===== config.mk =====
export PLATFORM = sky130hd
export DESIGN_NAME = rv32_multicycle_sequencer
export DESIGN_NICKNAME = d
export VERILOG_FILES = /design/src/rtl/rv32_multicycle_sequencer.sv
export SDC_FILE = /design/constraint.sdc
export NUM_CORES = 1
export LEC_CHECK = 0
export ABC_AREA = 1
export BUFFER_PORTS_ARGS = -buffer_cell sky130_fd_sc_hd__buf_4
export CORE_MARGIN = 4
export CORE_UTILIZATION = 50
export CTS_CLUSTER_DIAMETER = 30
export DETAILED_ROUTE_END_ITERATION = 7
export PLACE_DENSITY = 0.88
export SYNTH_ARGS = -nofsm -noshare
export SYNTH_HDL_FRONTEND = slang
export SYNTH_SLANG_ARGS = --single-unit

===== constraint.sdc =====
create_clock -name clk -period 1.77 [get_ports clk]
set_input_delay 0.2655 -clock clk [delete_from_list [all_inputs] [get_ports clk]]
set_output_delay 0.2655 -clock clk [all_outputs]
set_load 0.03 [all_outputs]

===== src/rtl/rv32_multicycle_sequencer.sv =====
// rtl/rv32_multicycle_sequencer.sv - multi-cycle RV32 control sequencer with bounded memory handshakes
module rv32_multicycle_sequencer #(
    parameter logic [31:0] RESET_PC = 32'h0000_0000,
    parameter int unsigned TIMEOUT  = 16
) (
    input  logic        clk,
    input  logic        rst_n,
    output logic        imem_req,
    output logic [31:0] imem_addr,
    input  logic        imem_ready,
    input  logic [31:0] imem_rdata,
    output logic [31:0] instruction,
    input  logic        dec_mem_read,
    input  logic        dec_mem_write,
    input  logic        dec_reg_write,
    input  logic        dec_jump,
    input  logic [31:0] jump_target,
    output logic        dmem_req,
    output logic        dmem_we,
    input  logic        dmem_ready,
    output logic        alu_en,
    output logic        rf_write,
    output logic [31:0] pc,
    output logic        retire,
    output logic        fault
);

    typedef enum logic [2:0] {
        S_IDLE,
        S_FETCH,
        S_DECODE,
        S_EXECUTE,
        S_MEM,
        S_WRITEBACK,
        S_FAULT
    } state_t;

    // Counter only ever needs to reach TIMEOUT-1 before the FSM leaves the wait state.
    localparam int CW = (TIMEOUT > 1) ? $clog2(TIMEOUT) : 1;

    state_t        state;
    logic [CW-1:0] wait_cnt;
    logic [31:0]   pc_q;
    logic [31:0]   instr_q;

    logic is_nop;
    logic jump_misaligned;
    logic wait_expired;

    assign is_nop          = (instr_q == 32'h0);
    assign jump_misaligned = dec_jump && (jump_target[1:0] != 2'b00);
    assign wait_expired    = (TIMEOUT != 0) && (wait_cnt == CW'(TIMEOUT - 1));

    always_ff @(posedge clk or negedge rst_n) begin
        if (!rst_n) begin
            state    <= S_IDLE;
            pc_q     <= RESET_PC;
            instr_q  <= 32'h0;
            wait_cnt <= '0;
        end else begin
            case (state)
                S_IDLE: begin
                    state    <= S_FETCH;
                    wait_cnt <= '0;
                end
                S_FETCH: begin
                    if (imem_ready) begin
                        instr_q  <= imem_rdata;
                        state    <= S_DECODE;
                        wait_cnt <= '0;
                    end else if (wait_expired) begin
                        state    <= S_FAULT;
                        wait_cnt <= '0;
                    end else begin
                        wait_cnt <= wait_cnt + 1'b1;
                    end
                end
                S_DECODE: begin
                    state <= is_nop ? S_WRITEBACK : S_EXECUTE;
                end
                S_EXECUTE: begin
                    state <= (dec_mem_read || dec_mem_write) ? S_MEM : S_WRITEBACK;
                end
                S_MEM: begin
                    // A decode claiming both load and store is illegal regardless of ready.
                    if (dec_mem_read && dec_mem_write) begin
                        state    <= S_FAULT;
                        wait_cnt <= '0;
                    end else if (dmem_ready) begin
                        state    <= S_WRITEBACK;
                        wait_cnt <= '0;
                    end else if (wait_expired) begin
                        state    <= S_FAULT;
                        wait_cnt <= '0;
                    end else begin
                        wait_cnt <= wait_cnt + 1'b1;
                    end
                end
                S_WRITEBACK: begin
                    if (jump_misaligned) begin
                        state <= S_FAULT;
                    end else begin
                        state <= S_FETCH;
                        pc_q  <= dec_jump ? jump_target : pc_q + 32'd4;
                    end
                end
                S_FAULT: begin
                    state <= S_FAULT;
                end
                default: begin
                    state <= S_FAULT;
                end
            endcase
        end
    end

    assign imem_req    = (state == S_FETCH);
    assign imem_addr   = pc_q;
    assign instruction = instr_q;
    assign dmem_req    = (state == S_MEM);
    assign dmem_we     = dmem_req && dec_mem_write;
    assign alu_en      = (state == S_EXECUTE);
    assign retire      = (state == S_WRITEBACK) && !jump_misaligned;
    assign rf_write    = retire && dec_reg_write && !is_nop;
    assign fault       = (state == S_FAULT);
    assign pc          = pc_q;

endmodule


After elaboration in Yosys (flattened, before gate mapping)

Cells that the tools add are included.

Logic and storage cells: 43
Input bits: 72
Register bits after elaboration: 71

Reductions and logical operators: 15
$add $sub $neg: 2
Mux-type cells: 14
Equality and inequality tests: 7
Bitwise gates (word level): 1

Operators by type and width:

| cell                                                 | number |
|---|---|
| adder 32 x 3 -> 32 bit (second input constant)       | 1 |
| logical NOT 32 bit                                   | 1 |
| two-way mux 32 bit                                   | 1 |
| two-way mux 3 bit                                    | 6 |
| one-hot mux 3 bit (6 select lines)                   | 1 |
| two-way mux 4 bit                                    | 4 |
| one-hot mux 4 bit (3 select lines)                   | 1 |
| equality test 3 bit (second input constant)          | 3 |
| equality test 3 x 2 -> 1 bit (second input constant) | 2 |
| logical AND 1 bit                                    | 6 |
| adder 4 x 1 -> 4 bit (second input constant)         | 1 |
| equality test 4 bit (second input constant)          | 1 |
| AND reduction 2 bit                                  | 2 |
| equality test 3 x 1 -> 1 bit (second input constant) | 1 |
| logical NOT 3 bit                                    | 1 |
| nonzero test 3 bit                                   | 1 |
| logical NOT 1 bit                                    | 2 |
| nonzero test 2 bit                                   | 1 |
| logical OR 1 bit                                     | 1 |
| two-way mux 1 bit                                    | 1 |
| inverter 1 bit                                       | 1 |

Longest topological paths before layout

Depth after elaboration: 6
Mapped depth: 11
Mapped depth without buffers: 10

Worst setup path before layout

OpenSTA, ideal clock, no wires.

Path kind: register to output
From: register state[1]
To: output port rf_write
Data required time: 1.505 ns
Cell stages (with the launch flop): 8
Buffers on the path: 2
Arrival time: 1.594 ns
Setup slack: -0.089 ns
Path through: dfrtp_1 -> buf_4 -> nor3_4 -> o21ai_2 -> clkinv_2 -> buf_4 -> nand2_1 -> nor2_1

Longest elaborated chain between the ends: 4

RTL lines:

| element                        | line | RTL |
|---|---|---|
| start: declaration             | 41   | `state_t state;` |
| start signal: assignment       | 79   | `state <= is_nop ? S_WRITEBACK : S_EXECUTE;` |
| start signal: assignment       | 82   | `state <= (dec_mem_read \|\| dec_mem_write) ? S_MEM : S_WRITEBACK;` |
| equality test 3 bit            | 123  | `assign retire = (state == S_WRITEBACK) && !jump_misaligned;` |
| logical AND 1 bit              | 123  |  |
| via retire                     | 24   | `output logic retire,` |
| logical AND 1 bit (2 in a row) | 124  | `assign rf_write = retire && dec_reg_write && !is_nop;` |
| end: declaration               | 22   | `output logic rf_write,` |

The timed path passes the listed nets, and every way through them passes these cells.

Worst setup path in the final report

From: register instr_q[4] (netlist: instruction[4])
To: output port rf_write

Longest elaborated chain between the ends: 3

RTL lines:

| element                  | line | RTL |
|---|---|---|
| start: declaration       | 44   | `logic [31:0] instr_q;` |
| start signal: assignment | 68   | `instr_q <= imem_rdata;` |
| logical NOT 32 bit       | 50   | `assign is_nop = (instr_q == 32'h0);` |
| logical NOT 1 bit        | 124  |  |
| logical AND 1 bit        | 124  |  |

Every way passes these cells.

==> impl_metrics.yaml <==
floorplanning:
  die_h_um: 102.5
  rows: 34
  io_pins: 175
  initial_core_util: 0.5118
  core_sq_mm: 0.008721
  dieArea_sq_mm: 0.01050
  die_w_um: 102.5
layout:
  area.sequential_sq_mm: 0.001782
  drive_gt1_frac: 0.3758
  antenna_cells: 0
  layout_common_cells: "buf_4, nand2_1, nor2_1"
  syn_to_final_growth_pct: 36.39
  utilization: 0.6980
  layout_commonest_cell: "buf_4"
  multi_input_area_sq_mm: 0.002157
  instances_no_fill: 869
  fill_cells: 695
  fin_nets: 830
setup_path:
  critPathKind: "reg2out"
  crit_start: "instruction[4]"
  cp.required_ns: 1.50
  cp.arrival_ns: 1.60
  start_kind: "flip-flop"
  r2r_slack_ns: 0.10
  rr_endpoint: "state[2]"
  end_kind: "primary output"
  ff2ff_path_depth: 9
  cp-endpoint: "rf_write"
  timing.rr.start: "instruction[4]"
  path_max_fanout: 3
detailed_routing:
  dr.pass1.iters: 5
  drcViolationCount: 0
  via_per_inst: 5.371
  wl_um: 13850
  vias: 4667
  drtIter0Drc: 265
  wl_per_cell_um: 15.94
  final_antenna_net_count: 0
synth:
  synth_cell_type_count: 37
  syn_nets: 664
  synth_compound_area_frac: 0.09392
  synth_mux_area_frac: 0.08074
  avgSynthCellArea_sq_um: 7.564
  synth_seq_cells: 71
  synth.area.top_cells: "dfrtp_1, nand2_1, mux2_2"
  yosys.area_share.simple: 0.2913
  syn_area_sq_mm: 0.004463
  postSynthCellCount: 590
  synth_top_area_frac: 0.3981
  ys_seq_area_frac: 0.3981
  yosys_warnings: 0
  yosysTopAreaCell: "dfrtp_1"
  synthXorXnorAreaFrac: 0.001962
  synth_top_family_by_area: "simple AND/OR/NAND/NOR gates"
  synth_fa_ha_area_frac: 0.005607
timing:
  clock.fmax_mhz: 534.9
  rsz0062_at_grt: "yes"
  slew_violations: 0
  slew_headroom: 0.6822
  post-route-period-util: 1.056
  period_needed_ns: 1.869
  fin_ws_ns: -0.09944
  worst_pin_slew_ns: 0.4768
  setup_viol: 1
  hold_violations: 0
  skew_ns: 0.007752
flow_run:
  cap_violations: 0
grt:
  grt_max_degree: 38
  overflow: 0
  antenna_found_initial: 0
  grt.total_usage: 0.2641
  grt_pass1_wl_um: 21670
  grt_pass1_vias: 4624
placement:
  place_hpwl_um: 10160
  place_congestion: 0.9148
  pre_cts_ws_ns: 0.07721
  port_buffers: 174
  dpl.cell_count: 836
min_path:
  min_path_type: "in2reg"
cts:
  clk_latency_ns: 0.36
  clkSinkCount: 71
  clk_pin_slew_ns: 0.08
  cts_buffers: 9
  root_buffer: "clkbuf_8"
  clock_path_buffers: 2
  tritoncts: "built"
  h-tree-depth: 3
power:
  power.density_mw_per_mm2: 520.9
  peakVddDrop_uv: 352.5
  p_leak_nw: 3.247
  finalPower_mw: 3.171
run_status:
  status: "finished, violations left"
  violations: "setup timing"
==> through the flow <==
| stage | instance area [sq um] | hold WS [ns] | setup TNS (ns) |
|---|---|---|---|
| after global placement | 5675 | 0.2442 | 0 |
| after CTS | 5987 | 0.1294 | -0.03999 |
| after global routing | 6087 | 0.1392 | -0.1843 |
| final | 6087 | 0.1363 | -0.09944 |
| after detailed placement | 5675 | 0.2545 | 0 |
| after floorplan | 4466 | -0.03009 | 0 |
==> worst min path at each step <==
| stage | startpoint | to | cells after the start |
|---|---|---|---|
| 2_1_floorplan | rst_n | imem_addr[0] | 0 |
| 3_3_place_gp | rst_n | imem_addr[8] | 1 |
| 3_5_place_dp | rst_n | imem_addr[8] | 1 |
| 4_1_cts | imem_rdata[16] | instruction[16] | 2 |
| 5_1_grt | imem_rdata[2] | instruction[2] | 2 |
| 6_report | imem_rdata[16] | instruction[16] | 2 |
==> layer usage <==
metal  vias up  part of all wire  global-route usage
li1       2210                 -                   -
met4         0             0.030              0.1120
met2       259              0.50              0.4583
met3        39              0.12             0.07986
met1      2159              0.36              0.3007
met5         -                 0                   0
==> cell usage after synthesis <==
master     number
a21oi_1        22
a22oi_1         1
a31oi_1         4
and2_1          2
buf_1           1
buf_2           4
buf_4          37
buf_6           5
clkbuf_1        5
clkinv_2        1
dfrtp_1        71
ha_1            2
inv_1          48
inv_2           3
mux2_2         32
nand2_1       147
nand2_2         2
nand3_1        31
nand3b_1        3
nand4_1         8
nor2_1         95
nor2_2          1
nor2_4          2
nor3_1          6
nor3_4          3
nor4_1          1
o2111ai_1       1
o211ai_1        1
o21a_1          3
o21ai_0        25
o21ai_1        10
o21ai_2         4
o22a_1          1
o22ai_1         3
or2_1           1
or2_2           3
xor2_1          1
==> logic make-up (layout without fill, tap and decap cells) <==
group | after synthesis | after routing
AND/OR/NAND/NOR | 305 | 305
XOR/XNOR | 1 | 1
AO/OA/AOI/OAI | 75 | 75
buffers and inverters | 104 | 275
multiplexers | 32 | 32
flip-flops | 71 | 71
adder cells (fa/ha/maj) | 2 | 2
==> report_power, final <==
| part | total [mW] | internal (mW) | switching (mW) | leakage [nW] |
|---|---|---|---|---|
| clock network | 1.32 | 0.647 | 0.671 | 0.0960 |
| logic | 0.232 | 0.124 | 0.108 | 2.27 |
| registers | 1.62 | 1.62 | 0 | 0.879 |
| total | 3.17 | 2.39 | 0.780 | 3.25 |
==> what timing repair did <==
action | 4_1_cts | 5_1_grt
hold buffers | 1 | 0
gates cloned | 0 | 0
gates resized for setup | 4 | 22
pin swaps | 2 | 7
setup buffers | 13 | 7
endpoints found under the setup margin | 3 | 15
endpoints found under the hold margin | 34 | 0
==> critical path, cell delays in order, from the launching register on <==
cell,delay [ns]
dfrtp_1,0.40
nor2_2,0.12
nand4_1,0.22
nor3_4,0.29
nor2_2,0.07
buf_6,0.14
==> final cells by class <==
cell class	count	area share
multi-input combinational	415	0.3544
clock inverter	6	0.01007
sequential	71	0.2927
tap	108	0.02220
clock buffer	10	0.02097
timing repair buffer	207	0.2668
inverter	52	0.03289
==> flip-flops by register name (all words and copies together) (netlist names) <==
| name | count |
|---|---|
| state | 3 |
| instruction | 32 |
| wait_cnt | 4 |
| imem_addr | 32 |
(Power assumes the default switching activity.)
